<file path="src/rtl/parallel_buffer_reader.sv">
// parallel_buffer_reader
//
// Read side of a ping-pong buffer pair. Waits for the buffer it owns
// (readSel) to report FULL, flips the writer over to the other buffer,
// streams DEPTH words downstream under a valid/ready handshake, pops the
// buffer once per accepted word, clears it, and then hands ownership to
// the other buffer. Buffers are always drained in strict alternation.
//
// Parameters
//   DEPTH          words per buffer (2..1024)
// Data width comes from the `inputIndex macro (ports are [`inputIndex:0]).
//
// Ports
//   Clk            clock, rising edge
//   Rst            asynchronous active-high reset
//   FULL0/FULL1    buffer 0/1 holds DEPTH valid words
//   dataIn0/1      head word of buffer 0/1
//   outReady       downstream accepts dataOut this cycle
//   bufferSelect   buffer the writer fills (0 or 1)
//   RD0/RD1        pop strobe to buffer 0/1
//   CLR0/CLR1      clear strobe to buffer 0/1
//   dataOut        word presented downstream
//   dataValid      dataOut is valid
//   busy           block is not idle
//   overrun        (only with PB_READER_OVERRUN_EN) sticky: both buffers
//                  were full while a drain/clear was in progress
//
// Optional feature macro: PB_READER_OVERRUN_EN

`ifndef inputIndex
`define inputIndex 7
`endif

module parallel_buffer_reader #(
  parameter int DEPTH = 16
) (
  input  logic                 Clk,
  input  logic                 Rst,
  input  logic                 FULL0,
  input  logic                 FULL1,
  input  logic [`inputIndex:0] dataIn0,
  input  logic [`inputIndex:0] dataIn1,
  input  logic                 outReady,
  output logic                 bufferSelect,
  output logic                 RD0,
  output logic                 RD1,
  output logic                 CLR0,
  output logic                 CLR1,
  output logic [`inputIndex:0] dataOut,
  output logic                 dataValid,
  output logic                 busy
`ifdef PB_READER_OVERRUN_EN
  ,
  output logic                 overrun
`endif
);

  localparam int DATA_W = `inputIndex + 1;
  localparam int CNT_W  = (DEPTH > 1) ? $clog2(DEPTH) : 1;
  localparam logic [CNT_W-1:0] LAST_WORD = CNT_W'(DEPTH - 1);

  localparam logic [1:0] IDLE  = 2'd0;
  localparam logic [1:0] DRAIN = 2'd1;
  localparam logic [1:0] CLEAR = 2'd2;

  logic [1:0]       state;
  logic             readSel;
  logic [CNT_W-1:0] wordCount;

  logic             fullSel;
  logic             handshake;

  // Only the FULL flag of the buffer we own can start a drain; the other
  // buffer's flag is ignored so drains stay strictly alternating.
  assign fullSel   = readSel ? FULL1 : FULL0;
  assign handshake = (state == DRAIN) && outReady;

  always_ff @(posedge Clk or posedge Rst) begin
    if (Rst) begin
      state        <= IDLE;
      readSel      <= 1'b0;
      bufferSelect <= 1'b0;
      wordCount    <= '0;
    end else begin
      case (state)
        IDLE: begin
          if (fullSel) begin
            bufferSelect <= ~readSel;
            state        <= DRAIN;
          end
        end
        DRAIN: begin
          // FULL is deliberately not re-checked here: a dropped FULL
          // mid-drain is a writer error and the count simply continues.
          if (handshake) begin
            if (wordCount == LAST_WORD) begin
              wordCount <= '0;
              state     <= CLEAR;
            end else begin
              wordCount <= wordCount + CNT_W'(1);
            end
          end
        end
        CLEAR: begin
          readSel <= ~readSel;
          state   <= IDLE;
        end
        default: state <= IDLE;
      endcase
    end
  end

  // Outputs are decoded purely from registered state, so the async reset
  // drives them all to zero immediately.
  always_comb begin
    dataValid = 1'b0;
    dataOut   = '0;
    RD0       = 1'b0;
    RD1       = 1'b0;
    CLR0      = 1'b0;
    CLR1      = 1'b0;
    busy      = (state != IDLE);
    if (state == DRAIN) begin
      dataValid = 1'b1;
      dataOut   = readSel ? dataIn1 : dataIn0;
      RD0       = handshake && !readSel;
      RD1       = handshake && readSel;
    end else if (state == CLEAR) begin
      CLR0 = !readSel;
      CLR1 = readSel;
    end
  end

`ifdef PB_READER_OVERRUN_EN
  // Both buffers full while we are still working means the writer has
  // nowhere to go; latch it until reset.
  always_ff @(posedge Clk or posedge Rst) begin
    if (Rst) begin
      overrun <= 1'b0;
    end else if (FULL0 && FULL1 && (state != IDLE)) begin
      overrun <= 1'b1;
    end
  end
`endif

endmodule

</file>
<file path="config.mk">
export PLATFORM = sky130hd
export DESIGN_NAME = parallel_buffer_reader
export DESIGN_NICKNAME = d
export VERILOG_FILES = /design/src/rtl/parallel_buffer_reader.sv
export SDC_FILE = /design/constraint.sdc
export NUM_CORES = 1
export LEC_CHECK = 0
export CAP_MARGIN = 30
export CORE_MARGIN = 3
export CORE_UTILIZATION = 34
export CTS_CLUSTER_SIZE = 25
export DETAILED_ROUTE_END_ITERATION = 10
export HOLD_SLACK_MARGIN = 0.05
export PLACE_DENSITY = 0.88
export SLEW_MARGIN = 25
export SYNTH_ARGS = -nofsm -noshare
export SYNTH_HDL_FRONTEND = slang
export SYNTH_SLANG_ARGS = --single-unit
</file>
<file path="constraint.sdc">
create_clock -name Clk -period 1.9 [get_ports Clk]
set_clock_uncertainty 0.2 [all_clocks]
set_input_delay 0.38 -clock Clk [delete_from_list [all_inputs] [get_ports Clk]]
set_output_delay 0.38 -clock Clk [all_outputs]
set_load 0.01 [all_outputs]
</file>
* Yosys cells after proc, flatten, opt, wreduce, memory -nomap -nowiden
Cells that the tools add are included.
** Word-level totals
- Register bits after elaboration :: 8
- Bits in latches :: 0
- RAM bits :: 0
- Memory bits (read-only) :: 0
- Bits of input ports :: 21
- Output and inout bits :: 15
- Word-level logic and storage cells :: 36
- Memories kept :: 0
** Cells by class
- $add $sub $neg :: 1
- Multiply operators :: 0
- Div/mod/pow operators :: 0
- Magnitude comparators :: 0
- Eq/ne operators :: 6
- Shifts and indexed selects :: 0
- Multiplexer cells :: 15
- Bitwise logic cells :: 1
- Reductions and logical operators :: 9
** Operator list (number)
- $mux 8 :: 2
- $mux 1 :: 8
- $mux 2 :: 3
- $add 4x1->4 const B :: 1
- $eq 4x4->1 const B :: 1
- $mux 4 :: 1
- $ne 2x2->1 const B :: 2
- $pmux 2 s2 :: 1
- $reduce_and 2->1 :: 2
- $logic_and 1x1->1 :: 3
- $reduce_and 3->1 :: 1
- $eq 2x1->1 const B :: 1
- $eq 2x2->1 const B :: 1
- $logic_not 2->1 :: 1
- $ne 2x1->1 const B :: 1
- $reduce_bool 2->1 :: 1
- $logic_not 1->1 :: 1
- $not 1->1 :: 1

* Logic depth before layout (Yosys ltp)
- Word-level depth :: 4
- Gate-level depth with buffers :: 5
- Depth with buffers taken out :: 4

* Least setup slack after synthesis
OpenSTA, ideal clock, no wires.
- Kind :: reg-to-output
- Start point :: reg readSel
- End point :: out dataOut[2]
- Arrival time :: 0.941 ns
- Required time :: 1.320 ns
- Setup slack :: 0.379 ns
- Cell stages (with the launch flop) :: 5
- Path buffers :: 2
- Cell sequence :: dfrtp_1 -> buf_2 -> buf_4 -> mux2i_1 -> nor2_1
** Between the ends
- Cells in the longest elaborated chain, start to end :: 2
** RTL lines
- start: declaration :: line 67 : logic readSel;
- start signal: assignment :: line 105 : readSel <= ~readSel;
- $mux 8 :: line 125 : dataOut = readSel ? dataIn1 : dataIn0;
- $mux 8 :: line 123 : if (state == DRAIN) begin
- end: declaration :: line 49 : output logic [`inputIndex:0] dataOut,
Every way passes these cells.

* Worst setup path in the final report
- Start point :: reg state[0]
- End point :: out busy
** Between the ends
- Cells in the longest elaborated chain, start to end :: 1
** RTL lines
- start: declaration :: line 66 : logic [1:0] state;
- start signal: assignment :: line 80 : state <= IDLE;
- start signal: assignment :: line 89 : state <= DRAIN;
- start signal: assignment :: line 98 : state <= CLEAR;
- $reduce_bool 2->1 :: line 122 : busy = (state != IDLE);
- end: declaration :: line 51 : output logic busy
Every way passes these cells.

==> run metrics <==
clock share of power=0.135; cell taking the most area after synthesis=dfrtp_1; Fin. Hold Viols=0; Die Y=46.10 um; CP arrival=1280 ps; final instance area=984.7 sq um; asr flop ratio synth=1.000; Worst Setup Start Kind=flop; Yosys top cell area share=0.3661; Syn Nets=81; Tot GR Track Use=0.1708; Switch Pwr=0.3591 mW; crit share post-route=0.9768; Worst setup EP type=output pin; RePlAce Congestion=0.7464; area of the multi-input gates=344.1 sq um; Core Area=0.001399 sq mm; Placement Setup Slack=-390.9 ps; #FFs+latches synth=8; Mean Syn Cell Area=9.267 sq um; # DRC=0; H-Tree Depth=1; Rows=13; wire per inst=14.05 um; Comb pwr share=0.569; share of cells above drive strength 1=0.3333; register area share after synthesis=0.3661; Switching Share=0.3758; Setup Crit Path Kind=reg -> out; R2R Setup Slk=460 ps; die area=0.002125 sq mm; number of synthesized flops with an enable pin=0; total power=0.9556 mW; commonest cells after routing, fill and taps aside=clkdlybuf4s50_1, nor2_1, buf_2, buf_4, mux2i_1; Worst Max-Slew Pin Slew=309.0 ps; Max Cap Viol=0; most common cell after layout, fill and taps aside=clkdlybuf4s50_1; post-route minimum period=1856 ps; Power Internal=0.5965 mW; CTS buffer count=3; first-pass GRT wire length=2.504 mm; final setup fails=0; WL final=1.686 mm; CTS tree=yes; num ports=36; die span in x=46.10 um; Hold Buf Count CTS=0; drt pass-1 iters=4; number of global-route vias before repair=559; Filler cells=121; Via density=4.917; top_reg_cell synth=dfrtp_1; initial antenna violation count=0; Hold Path Class=in -> async; Area contributors post-synth=dfrtp_1, mux2i_1, nor2_1; worst-path fanout max=5; Leak=0.4443 nW; synth warn=0; Antenna diodes=0; critical path required time=1320 ps; Reg area=202.7 sq um; hpwl dp=1.307 mm; Gate Count Post-Synth=59; CTS sink count=8; iteration-0 DRC count of the detailed router=3; IO Port Bufs=35; FMAX=538.8 MHz; Reg power frac=0.296; post-route ant nets=0; power per cell area=970.4 mW/mm^2; DP Area=957.2 sq um; Area Growth Syn to Fin=80.09%; status=complete, no violations; Post-Syn Area=546.8 sq um; Final WS setup=44.15 ps; initial core utilization=0.3909; Vias=590; count of cell types in the netlist=27; Peak VDD IR=0.7030 mV; CTS root buf=clkbuf_4; Clock Tree Buf Depth=2; total global routing overflow=0; largest net degree at the start of global routing=12; Final nets=129; max-slew violations=0; Clock Pin Slew Worst Setup and Hold Paths=50 ps; slew margin rel.=0.7938; worst-skew pair later-pin latency=250 ps
==> registers in the layout, indices dropped and copies added, names as in the netlist <==
| register | cells |
|---|---|
| wordCount | 4 |
| state | 2 |
| bufferSelect | 1 |
| readSel | 1 |
==> per-stage QoR <==
step	std cells	TNS (ps)	utilization	hold WS (ps)
after floorplan	59	0	-	-4.342
after global placement	113	-2203	0.6843	258.6
after detailed placement	113	-2516	0.6843	263.8
after CTS	118	0	0.6932	177.2
after global routing	120	-14.33	0.7039	194.5
final	120	0	0.7039	170.5
==> synthesized netlist by cell type (2+ instances only) <==
library cell	instances
a21oi_1	2
dfrtp_1	8
inv_1	3
mux2i_1	8
nand2_1	2
nor2_1	13
nor2b_1	2
xnor2_1	2
==> metal layers <==
layer / GRT usage / wire, um
met5: 0 / 0
met4: 0.03409 / 10
met3: 0.07422 / 110
met2: 0.2967 / 942
met1: 0.1919 / 623
==> power by group through the flow <==
stage	combinational [mW]	clock, mW	sequential, mW
2_1_floorplan	0.310	0	0.270
3_3_place_gp	0.552	0	0.281
3_5_place_dp	0.567	0	0.284
4_1_cts	0.532	0.135	0.282
5_1_grt	0.595	0.145	0.293
6_report	0.544	0.129	0.282
==> cells by family after synthesis <==
kind of cell | Yosys count | synth area share
compound gates | 8 | 0.1007
xor+xnor | 2 | 0.03204
fa+ha+maj | 1 | 0.02288
buf+inv | 7 | 0.07552
flops | 8 | 0.3661
mux | 9 | 0.1739
simple gates | 24 | 0.2289
==> final timing paths <==
check | end | cells past startpoint | from
min in group Clk | wordCount[3] | 1 | wordCount[3]
worst max-delay path | busy | 4 | state[0]
max in group asynchronous | state[0] | 2 | Rst
worst min register to register | wordCount[3] | 1 | wordCount[3]
worst min-delay path | wordCount[1] | 2 | Rst
worst max register to register | state[0] | 3 | wordCount[0]
==> cell type report <==
type                       instances  share of cell area
inverter                           4             0.01779
sequential                         8              0.2058
tap                               15             0.01906
clock buffer                       3             0.02287
timing repair buffer              45              0.3850
multi-input combinational         45              0.3494
==> timing repair <==
item / 4_1_cts / 5_1_grt
pin swaps: 1 / 1
buffers inserted: 2 / 2
cloned: 0 / 1
setup endpoints to repair: 14 / 7
resized for setup: 49 / 4
==> worst max-delay path, cell delays in order, from the launching register on <==
cell	delay [ps]
dfrtp_2	430
buf_4	150
nor2_2	120
inv_1	40
dlygate4sd2_1	270
Power figures use the tool's default switching activity.
